[src/rtl/i2s_receiver.sv]
// I2S (Philips) stereo receiver: conditions the asynchronous codec pins in the clk_soc domain,
// assembles left/right sample pairs and queues them in a show-ahead FIFO with a read handshake.
module i2s_receiver #(
    parameter int unsigned SAMPLE_WIDTH = 24,
    parameter int unsigned FIFO_DEPTH   = 4
) (
    input  logic                        clk_soc,
    input  logic                        rstn_i,
    input  logic                        bclk,
    input  logic                        lrclk,
    input  logic                        sdata,
    output logic [SAMPLE_WIDTH-1:0]     frame_out_l,
    output logic [SAMPLE_WIDTH-1:0]     frame_out_r,
    output logic                        empty,
    input  logic                        read_frame,
    output logic [$clog2(FIFO_DEPTH):0] fill,
    output logic                        overflow,
    input  logic                        ovf_clr
);

    localparam int unsigned PtrW = $clog2(FIFO_DEPTH);
    localparam int unsigned CntW = $clog2(SAMPLE_WIDTH + 1);
    localparam logic [CntW-1:0] FullCnt  = CntW'(SAMPLE_WIDTH);
    localparam logic [PtrW:0]   DepthCnt = (PtrW + 1)'(FIFO_DEPTH);

    typedef enum logic [1:0] {StHunt, StRxL, StRxR} state_e;

    // Input conditioning
    logic [1:0] bclk_sync_q, ws_sync_q, sd_sync_q;
    logic       bclk_prev_q, evt_q, evt_ws_q, evt_sd_q;

    always_ff @(posedge clk_soc) begin
        if (!rstn_i) begin
            bclk_sync_q <= '0;
            ws_sync_q   <= '0;
            sd_sync_q   <= '0;
            bclk_prev_q <= 1'b0;
            evt_q       <= 1'b0;
            evt_ws_q    <= 1'b0;
            evt_sd_q    <= 1'b0;
        end else begin
            bclk_sync_q <= {bclk_sync_q[0], bclk};
            ws_sync_q   <= {ws_sync_q[0], lrclk};
            sd_sync_q   <= {sd_sync_q[0], sdata};
            bclk_prev_q <= bclk_sync_q[1];
            // Registered edge pulse carries ws/sdata captured in the same cycle
            evt_q       <= bclk_sync_q[1] & ~bclk_prev_q;
            evt_ws_q    <= ws_sync_q[1];
            evt_sd_q    <= sd_sync_q[1];
        end
    end

    // Framing state machine and shift register
    state_e                  state_q, state_d;
    logic                    primed_q, primed_d;
    logic                    ws_prev_q, ws_prev_d;
    logic [CntW-1:0]         bit_cnt_q, bit_cnt_d;
    logic [SAMPLE_WIDTH-1:0] shreg_q, shreg_d;
    logic [SAMPLE_WIDTH-1:0] hold_l_q, hold_l_d;
    logic                    bad_q, bad_d;
    logic                    push_q, push_d;
    logic [SAMPLE_WIDTH-1:0] push_l_q, push_l_d, push_r_q, push_r_d;
    logic                    chan_start, full_word;

    assign chan_start = evt_q & primed_q & (evt_ws_q != ws_prev_q);
    assign full_word  = (bit_cnt_q == FullCnt);

    always_comb begin
        state_d   = state_q;
        primed_d  = primed_q;
        ws_prev_d = ws_prev_q;
        bit_cnt_d = bit_cnt_q;
        shreg_d   = shreg_q;
        hold_l_d  = hold_l_q;
        bad_d     = bad_q;
        push_d    = 1'b0;
        push_l_d  = push_l_q;
        push_r_d  = push_r_q;

        if (evt_q) begin
            primed_d  = 1'b1;
            ws_prev_d = evt_ws_q;
            if (chan_start) begin
                bit_cnt_d = '0;
            end else if (bit_cnt_q < FullCnt) begin
                shreg_d   = {shreg_q[SAMPLE_WIDTH-2:0], evt_sd_q};
                bit_cnt_d = bit_cnt_q + 1'b1;
            end
        end

        if (chan_start) begin
            unique case (state_q)
                StHunt: begin
                    if (!evt_ws_q) state_d = StRxL;
                end
                StRxL: begin
                    if (evt_ws_q) begin
                        if (full_word) hold_l_d = shreg_q;
                        else           bad_d    = 1'b1;
                        state_d = StRxR;
                    end
                end
                StRxR: begin
                    if (!evt_ws_q) begin
                        if (full_word && !bad_q) begin
                            push_d   = 1'b1;
                            push_l_d = hold_l_q;
                            push_r_d = shreg_q;
                        end
                        bad_d   = 1'b0;
                        state_d = StRxL;
                    end
                end
                default: state_d = StHunt;
            endcase
        end
    end

    always_ff @(posedge clk_soc) begin
        if (!rstn_i) begin
            state_q   <= StHunt;
            primed_q  <= 1'b0;
            ws_prev_q <= 1'b0;
            bit_cnt_q <= '0;
            shreg_q   <= '0;
            hold_l_q  <= '0;
            bad_q     <= 1'b0;
            push_q    <= 1'b0;
            push_l_q  <= '0;
            push_r_q  <= '0;
        end else begin
            state_q   <= state_d;
            primed_q  <= primed_d;
            ws_prev_q <= ws_prev_d;
            bit_cnt_q <= bit_cnt_d;
            shreg_q   <= shreg_d;
            hold_l_q  <= hold_l_d;
            bad_q     <= bad_d;
            push_q    <= push_d;
            push_l_q  <= push_l_d;
            push_r_q  <= push_r_d;
        end
    end

    // Pair FIFO
    logic [SAMPLE_WIDTH-1:0] mem_l_q [FIFO_DEPTH];
    logic [SAMPLE_WIDTH-1:0] mem_r_q [FIFO_DEPTH];
    logic [PtrW-1:0]         wr_ptr_q, rd_ptr_q;
    logic [PtrW:0]           count_q;
    logic                    full, pop, wr_en, ovf_set;

    assign full    = (count_q == DepthCnt);
    assign pop     = read_frame & ~empty;
    // A pop in the same cycle frees the slot a full FIFO would otherwise refuse
    assign wr_en   = push_q & (~full | pop);
    assign ovf_set = push_q & full & ~pop;

    always_ff @(posedge clk_soc) begin
        if (rstn_i && wr_en) begin
            mem_l_q[wr_ptr_q] <= push_l_q;
            mem_r_q[wr_ptr_q] <= push_r_q;
        end
    end

    always_ff @(posedge clk_soc) begin
        if (!rstn_i) begin
            wr_ptr_q <= '0;
            rd_ptr_q <= '0;
            count_q  <= '0;
            overflow <= 1'b0;
        end else begin
            if (wr_en) wr_ptr_q <= wr_ptr_q + 1'b1;
            if (pop)   rd_ptr_q <= rd_ptr_q + 1'b1;
            if (wr_en && !pop)      count_q <= count_q + 1'b1;
            else if (!wr_en && pop) count_q <= count_q - 1'b1;
            if (ovf_set)      overflow <= 1'b1;
            else if (ovf_clr) overflow <= 1'b0;
        end
    end

    assign empty       = (count_q == '0);
    assign fill        = count_q;
    assign frame_out_l = empty ? '0 : mem_l_q[rd_ptr_q];
    assign frame_out_r = empty ? '0 : mem_r_q[rd_ptr_q];

endmodule

[config.mk]
export PLATFORM = sky130hd
export DESIGN_NAME = i2s_receiver
export DESIGN_NICKNAME = d
export VERILOG_FILES = /design/src/rtl/i2s_receiver.sv
export SDC_FILE = /design/constraint.sdc
export NUM_CORES = 1
export LEC_CHECK = 0
export ABC_AREA = 1
export CORE_MARGIN = 3
export CORE_UTILIZATION = 45
export DETAILED_ROUTE_END_ITERATION = 10
export PLACE_DENSITY_LB_ADDON = 0.1
export SLEW_MARGIN = 0
export SYNTH_ARGS = -nofsm -noshare
export SYNTH_HDL_FRONTEND = slang
export SYNTH_SLANG_ARGS = --single-unit
[constraint.sdc]
create_clock -name clk_soc -period 5.1 [get_ports clk_soc]
set_input_delay 1.275 -clock clk_soc [delete_from_list [all_inputs] [get_ports clk_soc]]
set_output_delay 1.275 -clock clk_soc [all_outputs]
set_load 0.02 [all_outputs]
After elaboration in Yosys (flattened, before gate mapping)

Memory sizes are Yosys's and may differ from the RTL's. A register that Yosys moved wholly into a read port is not among the register bits.
Cells that the tools add are included.

Memories kept: 2
Word-level logic and storage cells: 97
Bits in registers: 125
Bits of input ports: 7
Memory bits (writable): 192
Output and inout port bits: 53

Memory list:

| name    | depth | bits a word | read ports | clocked after memory_dff | wr ports | line | text |
|---|---|---|---|---|---|---|---|
| mem_l_q | 4     | 24          | 1          | 1                        | 1        | 146  | `logic [SAMPLE_WIDTH-1:0] mem_l_q [FIFO_DEPTH];` |
| mem_r_q | 4     | 24          | 1          | 1                        | 1        | 147  | `logic [SAMPLE_WIDTH-1:0] mem_r_q [FIFO_DEPTH];` |

Bitwise logic cells: 16
Magnitude comparators: 1
Multiplexer cells: 22
Eq/ne operators: 9
Reduce and logical (&&, ||, !) cells: 21
Add/sub/neg operators: 5

Operator list:

| cell                | count |
|---|---|
| $mux 24             | 2 |
| $mux 2              | 6 |
| $mux 5              | 2 |
| $mux 1              | 8 |
| $ne 2x2->1 const B  | 4 |
| $not 1->1           | 8 |
| $reduce_and 4->1    | 2 |
| $reduce_bool 2->1   | 4 |
| $and 1x1->1         | 7 |
| $mux 3              | 2 |
| $reduce_and 3->1    | 2 |
| $add 5x1->5 const B | 1 |
| $eq 5x5->1 const B  | 1 |
| $lt 5x5->1 const B  | 1 |
| $reduce_and 5->1    | 1 |
| $add 2x1->2 const B | 2 |
| $logic_and 1x1->1   | 4 |
| $pmux 2 s2          | 1 |
| $reduce_or 4->1     | 1 |
| $add 3x1->3 const B | 1 |
| $eq 3x3->1 const B  | 1 |
| $logic_not 1->1     | 3 |
| $logic_not 3->1     | 1 |
| $sub 3x1->3 const B | 1 |
| 8 further kinds     | 8 |

Depth between registers and ports, before layout

Gate-level depths: netlist (run 1).

Depth in word-level cells: 9
Depth in mapped cells: 13
Depth with buffers taken out: 13

Least setup slack after synthesis (run 1)

Ideal clock, no wire load.

Kind: input to register
Start: input rstn_i
End: memory mem_l_q[0][0], enable pin
Data required time: 4.646 ns
Setup time: 0.454 ns
Path slack: 0.820 ns
Data arrival time: 3.827 ns
Stages on the path: 4
Cell sequence: buf_2 clkbuf_1 nand2_1 nor2_1

Longest elaborated chain between the ends: 3

RTL lines:

| item                         | line | text |
|---|---|---|
| from (decl)                  | 8    | `input logic rstn_i,` |
| $logic_and 1x1->1            | 159  | `if (rstn_i && wr_en) begin` |
| $mux 1                       | 159  |  |
| $mux 1 (implied by the code) | 160  | `mem_l_q[wr_ptr_q] <= push_l_q;` |
| to (decl)                    | 146  |  |

Every way passes these cells.

==> parameters.txt, run 1 <==
Parameter                              Value

Run
  Max capacitance violation total ... 0

Worst setup path
  Endpoint kind of the worst setup timing path ... output pin
  Sort of element at the start of the critical path ... register
  Largest delay share family, worst path ... buffers and inverters
  CP max FO ... 54
  Cells along the critical path ... inv_2 > buf_12 > o21ai_0 > a21oi_1 > clkdlybuf4s50_1
  Data arrival time at the worst-slack endpoint ... 2.72 ns
  Slowest library cell on the worst path ... clkdlybuf4s50_1
  Critical path start-end classification ... register to output pin
  Worst Path Buf+Inv ... 3
  Largest stage delay on the critical path ... 0.64 ns
  Required time of the worst setup path ... 3.83 ns

Place
  Placer congestion estimate ... 0.751
  Half-perimeter wire length after detailed placement ... 15800 um
  Port bufs ... 59
  Number of placed cells counting well taps ... 1670

CTS
  Buffer type at the clock tree root ... clkbuf_16
  Hold-fix buffer count after cts ... 0
  Post-CTS sizing ... 0
  H-tree depth reported by CTS ... 2
  Clock Path Buffers ... 3
  Post-CTS setup buffer count ... 0
  Sinks on Clock Net ... 319
  Clock Pin Slew Worst Setup and Hold Paths ... 0.06 ns
  Clock latency at the later pin of the worst-skew pair ... 0.50 ns
  Number of buffers created by CTS ... 35
  CTS tree ... yes

Power and ir drop
  Worst-case vdd ir drop ... 0.306 mV
  Total power divided by cell area ... 451 mW/mm2
  Static leakage ... 5.48 nW

STA
  Hold_ws ... 0.385 ns
  Post-layout minimum cycle time ... 3.99 ns
  Relative max-transition margin ... 27.4%
  Final total negative setup slack ... 0 ns
  Final slew viol count ... 0
  Clk_skew ... 0.0149 ns
  Final Setup Violations ... 0
  Final Hold Vio Count ... 0
  Final critical-path share of the clock period ... 78.3%
  Slew @ Worst Pin ... 1.09 ns
  RSZ-0062 raised after global routing ... no
  Maximum frequency from static timing analysis ... 0.250 GHz

Finish
  Area growth from synthesis to layout ... 15.6%
  Sequential cell area in the final layout ... 0.00831 mm2
  Final-layout fill cell count ... 2482
  # nets final ... 1350
  Area occupied by multi-input gates ... 0.00365 mm2
  Layout cell share with drive strength beyond 1 ... 6.76%
  Count of inserted antenna diode cells ... 0
  Non-filler cells, final ... 1732

Synthesis
  Post-synthesis cell type with the largest combined area ... edfxtp_1
  Portion of the post-synthesis area used by sequential elements ... 65.6%
  Post-synthesis average cell area ... 9.73 um2
  Flip-flop and latch count after synthesis ... 319
  Dominant cells by area after synthesis ... edfxtp_1, dfxtp_1, nor2_1, a21oi_1, o21ai_0
  Most frequent cell after synthesis ... nor2_1
  Area share of fa/ha/maj cells after synthesis ... 0.849%
  Fraction of the mapped netlist area in simple logic gates ... 17.1%
  XOR/XNOR Fraction of Synth Area ... 0.138%
  Dominant combinational cell family by area after synthesis ... simple AND/OR/NAND/NOR gates
  Cell area after synthesis ... 0.0127 mm2
  Most used flip-flop cell after synthesis ... edfxtp_1
  Mapped Nets ... 1317
  Leading post-synthesis cells by instance count ... nor2_1, edfxtp_1, a21oi_1, dfxtp_1, o21ai_0
  Post-synthesis compound-gate area fraction ... 10.4%
  Synthesized instance count ... 1302
  Fraction of registers with async set/reset ... 0%
  Number of synthesized flops with an enable pin ... 192
  Post-synthesis mux area share ... 0%
  Synth top area share ... 45.5%
  Number of distinct library cell variants in the gate-level netlist after synthesis ... 29
  Count of warnings emitted by yosys ... 0

GRT
  Overflow after GRT ... 0
  Combined global-route utilization of all metal layers ... 18.0%
  Wire length of the first global-routing pass ... 44600 um
  Initial antenna violation count ... 0
  Number of global-route vias before repair ... 8457
  Pin count of the biggest net entering global routing ... 64

Floorplanning
  Width of the chip ... 174 um
  Core region area ... 0.0273 mm2
  DIE AREA ... 0.0302 mm2
  Number of top-level design ports ... 60
  Vertical extent of the die ... 174 um
  Starting density of the core ... 46.4%
  FP Rows ... 60

Routing
  First-pass DRT Iterations ... 5
  Vias after detailed routing ... 8755
  Initial DRC Count ... 574
  Vias per inst ... 5.05
  Antenna Nets Post-Route ... 0
  Detailed-route DRC error count ... 0
  Post-DR wirelength/cell ... 15.8 um
  Final Routed Wirelength ... 27400 um

Outcome
  Result of the run ... complete, no violations

Worst hold path
  Class of the tightest hold or removal check ... register to register
[layout make-up]
type | instances | area share, %
Inverter | 92 | 2.37
Sequential cell | 319 | 56.7
Multi-Input combinational cell | 808 | 24.9
Timing Repair Buffer | 79 | 5.12
Clock inverter | 17 | 1.31
Tap cell | 372 | 3.18
Clock buffer | 45 | 6.37
[power breakdown]
part           switching, W  internal, W  total [W]
combinational      0.000895     0.000476    0.00137
sequential        0.0000300      0.00273    0.00276
clock              0.000970      0.00150    0.00247
total               0.00189      0.00471    0.00660
[worst register-to-register path: stages (launching register included)]
cell and delay [ns]:
dfxtp_1 0.35, inv_1 0.09, nand2_1 0.09, nor2_4 0.59, nor2_1 0.16, inv_1 0.10
ha_1 0.15, inv_1 0.06, fa_1 0.37, o21ai_0 0.25, nand2_1 0.08, nand2_1 0.06
nor2_1 0.04
[per-stage QoR]
stage	utilization, %	setup slack, ns	cell area (um2)	power [W]
2_1_floorplan	-	0.820	12700	0.00368
3_3_place_gp	49.5	1.62	13500	0.00421
3_5_place_dp	49.5	1.55	13500	0.00422
4_1_cts	53.6	1.10	14700	0.00669
5_1_grt	53.6	0.923	14700	0.00693
6_report	53.6	1.11	14700	0.00660
[logic make-up (layout without fill, tap and decap cells)]
group | count (synthesis) | after routing
and+or+nand+nor | 536 | 536
xor gates and xnor gates | 2 | 2
DFF | 319 | 319
AOI/OAI and AO/OA | 262 | 262
buffers and inverters | 175 | 233
adders and majority gates | 8 | 8
[metal layers]
metal	wire [um]	vias to the layer above	global-route usage, %
met2	12900	138	30.2
met5	0	-	0
met3	919	41	2.45
met4	639	0	5.19
met1	12900	4173	24.5
li1	-	4403	-
[cells in the final DEF, fill, tap and decap left out, types with 2 or more instances in the layout]
master	Yosys	final
clkbuf_1	35	8
dfxtp_1	127	125
clkdlybuf4s50_1	0	58
o21ai_0	123	123
clkbuf_8	0	2
bufinv_16	0	4
nand3_1	77	77
ha_1	7	7
o21ai_1	6	6
inv_1	88	88
buf_4	1	20
dfxtp_2	0	2
a21oi_1	132	132
inv_2	3	3
clkbuf_16	0	35
nor2_1	335	330
nand2_1	113	113
nor2_4	3	9
edfxtp_1	192	192
nand4_1	2	2
clkinvlp_4	0	2
clkinv_1	0	2
clkinv_2	1	9
[worst paths after layout]
path	slack (ns)	depth (start not counted)	endpoint	start
worst min register to register	0.39	1	evt_q$_SDFF_PN0_	bclk_prev_q$_SDFF_PN0_
worst max register to register	2.60	12	fill[2]$_SDFFE_PN0P_	fill[1]$_SDFFE_PN0P_
worst min-delay path	0.39	1	evt_q$_SDFF_PN0_	bclk_prev_q$_SDFF_PN0_
worst max-delay path	1.11	5	frame_out_l[0]	register
[registers in the layout, indices dropped and copies added, names as in the netlist, 3 cells and up, named ones only]
name       count
hold_l_q      24
fill           3
bit_cnt_q      5
mem_r_q       96
push_r_q      24
shreg_q       24
push_l_q      24
mem_l_q       96
Note: power is estimated with default switching activity, not from simulation.
==> inputs of run 2 (changes only) <==
- clock period: 5.1 -> 3.4 ns (I/O delays scaled with it)
==> parameters.txt, run 2 (synthesized netlist as in run 1, its figures left out) <==
Parameter                              Value

STA
  Maximum frequency from static timing analysis ... 0.308 GHz
  RSZ-0062 raised after global routing ... no (unchanged)
  Final critical-path share of the clock period ... 95.6%
  Final total negative setup slack ... 0 ns (unchanged)
  Clk_skew ... 0.0117 ns (was 0.0149 ns)
  Final slew viol count ... 0 (unchanged)
  Final Setup Violations ... 0 (unchanged)
  Final Hold Vio Count ... 0 (unchanged)
  Post-layout minimum cycle time ... 3.25 ns
  Slew @ Worst Pin ... 0.955 ns (was 1.09 ns)
  Relative max-transition margin ... 36.2% (was 27.4%)

GRT
  Overflow after GRT ... 0 (unchanged)
  Number of global-route vias before repair ... 8436 (was 8457)
  Initial antenna violation count ... 0 (unchanged)
  Combined global-route utilization of all metal layers ... 18.0% (about the same)
  Pin count of the biggest net entering global routing ... 69 (was 64)
  Wire length of the first global-routing pass ... 44600 um (about the same)

Place
  Placer congestion estimate ... 0.790 (was 0.751)
  Port bufs ... 59 (unchanged)
  Half-perimeter wire length after detailed placement ... 16200 um (was 15800 um)

Floorplanning
  Core region area ... 0.0273 mm2 (unchanged)
  FP Rows ... 60 (unchanged)
  Width of the chip ... 174 um (unchanged)
  Starting density of the core ... 46.4% (unchanged)
  Vertical extent of the die ... 174 um (unchanged)
  Number of top-level design ports ... 60 (unchanged)
  DIE AREA ... 0.0302 mm2 (unchanged)

Worst setup path
  Sort of element at the start of the critical path ... register (unchanged)
  Worst path most repeated cell ... buf_4
  Endpoint kind of the worst setup timing path ... output pin (unchanged)
  CP max FO ... 10 (was 54)
  Slowest library cell on the worst path ... clkdlybuf4s50_1 (unchanged)
  Largest stage delay on the critical path ... 0.64 ns (about the same)
  Critical path start-end classification ... register to output pin (unchanged)
  Cells along the critical path ... clkinvlp_4 > buf_4 > buf_4 > nor2_1 > o21ai_0 > a21oi_1 > clkdlybuf4s50_1 (was inv_2 > buf_12 > o21ai_0 > a21oi_1 > clkdlybuf4s50_1)
  Data arrival time at the worst-slack endpoint ... 2.40 ns (was 2.72 ns)
  Required time of the worst setup path ... 2.55 ns (was 3.83 ns)

CTS
  CTS tree ... yes (unchanged)
  Sinks on Clock Net ... 319 (unchanged)
  Clock Path Buffers ... 3 (unchanged)
  Number of buffers created by CTS ... 34 (was 35)
  Clock Pin Slew Worst Setup and Hold Paths ... 0.06 ns (about the same)
  H-tree depth reported by CTS ... 2 (unchanged)
  Hold-fix buffer count after cts ... 0 (unchanged)
  Buffer type at the clock tree root ... clkbuf_16 (unchanged)
  Clock latency at the later pin of the worst-skew pair ... 0.50 ns (about the same)

Finish
  Layout cell share with drive strength beyond 1 ... 7.59% (was 6.76%)
  Final-layout fill cell count ... 2463 (was 2482)
  Largest registers ... mem_l_q (96), mem_r_q (96) (unchanged)
  Commonest cells after routing, fill and taps aside ... nor2_1, edfxtp_1, a21oi_1 (unchanged)
  Area growth from synthesis to layout ... 17.7% (was 15.6%)
  Leading cell type in the layout, fill and taps excluded ... nor2_1 (unchanged)
  Count of inserted antenna diode cells ... 0 (unchanged)
  # nets final ... 1360 (was 1350)
  Fin util ... 54.6% (was 53.6%)

Routing
  First-pass DRT Iterations ... 7 (was 5)
  Initial DRC Count ... 732 (was 574)
  Post-DR wirelength/cell ... 15.6 um (was 15.8 um)
  Vias after detailed routing ... 8761 (was 8755)
  Antenna Nets Post-Route ... 0 (unchanged)
  Vias per inst ... 5.03 (was 5.05)
  Final Routed Wirelength ... 27100 um (was 27400 um)
  Detailed-route DRC error count ... 0 (unchanged)

Power and ir drop
  Total power divided by cell area ... 782 mW/mm2 (was 451 mW/mm2)
  Static leakage ... 5.03 nW (was 5.48 nW)
  Worst-case vdd ir drop ... 0.470 mV (was 0.306 mV)

Outcome
  Result of the run ... complete, no violations (unchanged)

Run
  Max capacitance violation total ... 0 (unchanged)

Worst hold path
  Class of the tightest hold or removal check ... register to register (unchanged)
run 2: changes by cell type in the layout (fill, tap and decap cells not counted), moves of 2 or more:
cell / delta
clkinv_1: +2
buf_4: +3
clkbuf_1: -2
clkinv_2: -5
clkbuf_16: +4
buf_12: +8
clkbuf_8: +3
run 2: timing repair:
item                                    4_1_cts  5_1_grt
buffers inserted                              0        3
endpoints found under the setup margin        0       15
resized for setup                             0        2
hold endpoints to repair                      0        0
run 2: path summary, 6_finish.rpt:
check / from / end / slack, ns / cells after the start
setup reg to reg: bit_cnt_q[0]$_SDFFE_PN0P_ / push_r_q[22]$_SDFFE_PN0P_ / 1.24 / 10
hold reg to reg: bclk_prev_q$_SDFF_PN0_ / evt_q$_SDFF_PN0_ / 0.39 / 1
hold / removal: bclk_prev_q$_SDFF_PN0_ / evt_q$_SDFF_PN0_ / 0.39 / 1
setup / recovery: register / frame_out_l[5] / 0.15 / 7
run 2: per-layer routing:
| layer | share of wire, % | GRT usage, % |
|---|---|---|
| met5 | 0 | 0 |
| met4 | 2.2 | 4.93 |
| met3 | 3.6 | 2.61 |
| met2 | 48 | 30.4 |
| met1 | 46 | 24.5 |
run 2: metrics by stage:
step	worst slack [ns]	std cells	cell area, um2	power [W]	hold slack (ns)
4_1_cts	0.0319	1740	14900	0.0118	0.393
3_5_place_dp	0.574	1678	13700	0.00796	0.384
2_1_floorplan	-0.455	1302	12700	0.00609	0.368
5_1_grt	0.00565	1743	14900	0.0122	0.411
6_report	0.148	1743	14900	0.0117	0.389
3_3_place_gp	0.594	1678	13700	0.00794	0.375
run 2: cell type report:
| type | instances | area, um2 | area share, % |
|---|---|---|---|
| Sequential cell | 319 | 8310 | 55.7 |
| Multi-Input combinational cell | 808 | 3650 | 24.5 |
| Clock buffer | 51 | 1070 | 7.21 |
| Timing Repair Buffer | 90 | 933 | 6.26 |
| Tap cell | 372 | 465 | 3.12 |
| Inverter | 92 | 350 | 2.35 |
| Clock inverter | 11 | 126 | 0.847 |
run 2: critical path, delay by kind of cell (launching register included):
kind / cells / cell delay (ns)
flip-flops: 1 / 0.34
AND/OR/NAND/NOR: 1 / 0.11
buffers and inverters: 4 / 1.14
AO/OA/AOI/OAI: 2 / 0.30
run 2: where the power goes:
| part | leakage (nW) | internal (W) | switching (W) |
|---|---|---|---|
| combinational | 2.08 | 0.00152 | 0.00213 |
| sequential | 2.35 | 0.00410 | 0.0000659 |
| clock | 0.593 | 0.00242 | 0.00144 |
| total | 5.03 | 0.00804 | 0.00363 |
==> inputs of run 3 (changes only) <==
- CORE_UTILIZATION: 45 -> 54
==> parameters.txt, run 3 (synthesized netlist as in run 1, its figures left out) <==
Parameter                              Value

Outcome
  Result of the run ... complete, no violations (unchanged)

STA
  Final Hold Vio Count ... 0 (unchanged)
  Final Setup Violations ... 0 (unchanged)
  Final slew viol count ... 0 (unchanged)
  Final critical-path share of the clock period ... 95.8% (was 95.6%)
  Hold_ws ... 0.383 ns (was 0.389 ns)
  Relative max-transition margin ... 27.6% (was 36.2%)
  RSZ-0062 raised after global routing ... no (unchanged)
  Post-layout minimum cycle time ... 3.26 ns (was 3.25 ns)
  Clk_skew ... 0.0106 ns (was 0.0117 ns)
  Maximum frequency from static timing analysis ... 0.307 GHz (was 0.308 GHz)
  Slew @ Worst Pin ... 1.08 ns (was 0.955 ns)

CTS
  Sinks on Clock Net ... 319 (unchanged)
  Clock latency at the later pin of the worst-skew pair ... 0.54 ns (was 0.50 ns)
  Hold-fix buffer count after cts ... 0 (unchanged)
  Buffer type at the clock tree root ... clkbuf_16 (unchanged)
  Number of buffers created by CTS ... 31 (was 34)
  H-tree depth reported by CTS ... 1 (was 2)
  Clock Pin Slew Worst Setup and Hold Paths ... 0.06 ns (about the same)
  Post-CTS setup buffer count ... 0 (unchanged)
  CTS tree ... yes (unchanged)
  Clock Path Buffers ... 3 (unchanged)
  Post-CTS sizing ... 0 (unchanged)

Finish
  Area occupied by multi-input gates ... 0.00365 mm2 (unchanged)
  Largest registers ... mem_l_q (96), mem_r_q (96) (unchanged)
  Final-layout fill cell count ... 1877 (was 2463)
  # nets final ... 1350 (was 1360)
  Commonest cells after routing, fill and taps aside ... nor2_1, edfxtp_1, a21oi_1 (unchanged)
  Count of inserted antenna diode cells ... 0 (unchanged)
  Area growth from synthesis to layout ... 15.2% (was 17.7%)
  Sequential cell area in the final layout ... 0.00832 mm2 (was 0.00831 mm2)
  Layout cell share with drive strength beyond 1 ... 6.18% (was 7.59%)
  Non-filler cells, final ... 1672 (was 1743)
  Leading cell type in the layout, fill and taps excluded ... nor2_1 (unchanged)

Floorplanning
  Starting density of the core ... 55.5% (was 46.4%)
  DIE AREA ... 0.0253 mm2 (was 0.0302 mm2)
  Number of top-level design ports ... 60 (unchanged)
  FP Rows ... 55 (was 60)
  Core region area ... 0.0228 mm2 (was 0.0273 mm2)
  Vertical extent of the die ... 159 um (was 174 um)
  Width of the chip ... 159 um (was 174 um)

Worst setup path
  Endpoint kind of the worst setup timing path ... output pin (unchanged)
  Slack of the worst reg-to-reg path ... 1.15 ns (was 1.24 ns)
  Source of the worst register-to-register timing path ... bit_cnt_q[0]$_SDFFE_PN0P_ (unchanged)
  Largest stage delay on the critical path ... 0.63 ns (was 0.64 ns)
  CP max FO ... 39 (was 10)
  Required time of the worst setup path ... 2.55 ns (about the same)
  Critical path start-end classification ... register to output pin (unchanged)
  Capturing point of the worst reg2reg path ... push_r_q[13]$_SDFFE_PN0P_ (was push_r_q[22]$_SDFFE_PN0P_)
  Data arrival time at the worst-slack endpoint ... 2.41 ns (was 2.40 ns)
  Slowest library cell on the worst path ... clkdlybuf4s50_1 (unchanged)
  Sort of element at the start of the critical path ... register (unchanged)
  Cells along the critical path ... inv_2 > buf_16 > o21ai_0 > a21oi_1 > clkdlybuf4s50_1 (was clkinvlp_4 > buf_4 > buf_4 > nor2_1 > o21ai_0 > a21oi_1 > clkdlybuf4s50_1)
  Depth of the worst register-to-register path ... 10 (unchanged)

Power and ir drop
  Total net switching power ... 0.00353 W (was 0.00363 W)
  Int Power ... 0.00749 W (was 0.00804 W)
  Worst-case vdd ir drop ... 0.727 mV (was 0.470 mV)
  Total power divided by cell area ... 755 mW/mm2 (was 782 mW/mm2)
  Fraction of power consumed by combinational cells ... 33.0% (was 31.2%)
  Sw frac ... 32.0% (was 31.1%)
  Share of power burned in registers ... 37.9% (was 35.7%)
  Part of the power in the clock network ... 29.1% (was 33.0%)
  Static leakage ... 5.00 nW (was 5.03 nW)

GRT
  Initial antenna violation count ... 0 (unchanged)
  Pin count of the biggest net entering global routing ... 79 (was 69)
  Number of global-route vias before repair ... 8368 (was 8436)
  Overflow after GRT ... 0 (unchanged)
  Combined global-route utilization of all metal layers ... 20.4% (was 18.0%)
  Wire length of the first global-routing pass ... 42800 um (was 44600 um)

Worst hold path
  Class of the tightest hold or removal check ... register to register (unchanged)
  Depth of the worst hold-timing path ... 1 (unchanged)
  Hold Path Sink ... evt_q$_SDFF_PN0_ (unchanged)
  Hold path startpoint ... bclk_prev_q$_SDFF_PN0_ (unchanged)

Routing
  Post-DR wirelength/cell ... 16.0 um (was 15.6 um)
  Antenna Nets Post-Route ... 0 (unchanged)
  Initial DRC Count ... 624 (was 732)
  Detailed-route DRC error count ... 0 (unchanged)
  Final Routed Wirelength ... 26700 um (was 27100 um)
  Vias after detailed routing ... 8739 (was 8761)
  First-pass DRT Iterations ... 5 (was 7)
  Vias per inst ... 5.23 (was 5.03)

Run
  Max capacitance violation total ... 0 (unchanged)

Place
  Port bufs ... 59 (unchanged)
  Half-perimeter wire length after detailed placement ... 15400 um (was 16200 um)
  Placer congestion estimate ... 0.831 (was 0.790)
  Number of placed cells counting well taps ... 1613 (was 1678)
[run 3: power groups by stage]
| stage | logic (W) | registers [W] | clock network (W) |
|---|---|---|---|
| 6_report | 0.00364 | 0.00418 | 0.00321 |
| 5_1_grt | 0.00388 | 0.00418 | 0.00343 |
| 4_1_cts | 0.00364 | 0.00416 | 0.00328 |
| 3_5_place_dp | 0.00363 | 0.00425 | 0 |
| 3_3_place_gp | 0.00362 | 0.00424 | 0 |
| 2_1_floorplan | 0.00185 | 0.00423 | 0 |
[run 3: worst max path at each step]
stage / from / to / slack, ns
after global routing: register / frame_out_l[18] / 0.01
after floorplan: rstn_i / mem_l_q[0][0]$_DFFE_PP_ / -0.46
final: register / frame_out_r[0] / 0.14
after detailed placement: read_frame / mem_l_q[1][5]$_DFFE_PP_ / 0.55
after CTS: register / frame_out_l[2] / 0.0001
after global placement: read_frame / mem_l_q[1][23]$_DFFE_PP_ / 0.58
[run 3: cell type report]
| class | count | area share, % |
|---|---|---|
| clock buffers | 46 | 5.84 |
| clock inverters | 11 | 0.686 |
| inverters | 92 | 2.38 |
| multi-input cells | 808 | 25.0 |
| flip-flops and latches | 319 | 57.0 |
| well taps | 313 | 2.68 |
| repair buffers | 83 | 6.39 |
[run 3: stage by stage]
stage                     power [W]  worst slack [ns]  util (%)  cell area (um2)  TNS (ns)
after global placement      0.00786             0.579      59.3            13500         0
after floorplan             0.00609            -0.455         -            12700    -87.42
after global routing         0.0115            0.0109      63.9            14600         0
after detailed placement    0.00788             0.550      59.3            13500         0
final                        0.0110             0.142      63.9            14600         0
after CTS                    0.0111          0.000137      63.4            14500         0
[run 3: critical path, delay by kind of cell (launching register included)]
family | cells | cell delay [ns]
compound gates | 2 | 0.34
buf+inv | 3 | 1.08
flops | 1 | 0.41
[run 3: metal layers]
metal	global-route usage, %	wire length [um]	up-vias
met5	0	0	-
met2	35.1	13000	175
met4	6.21	544	0
met3	2.34	911	43
li1	-	-	4400
met1	27.6	12300	4121
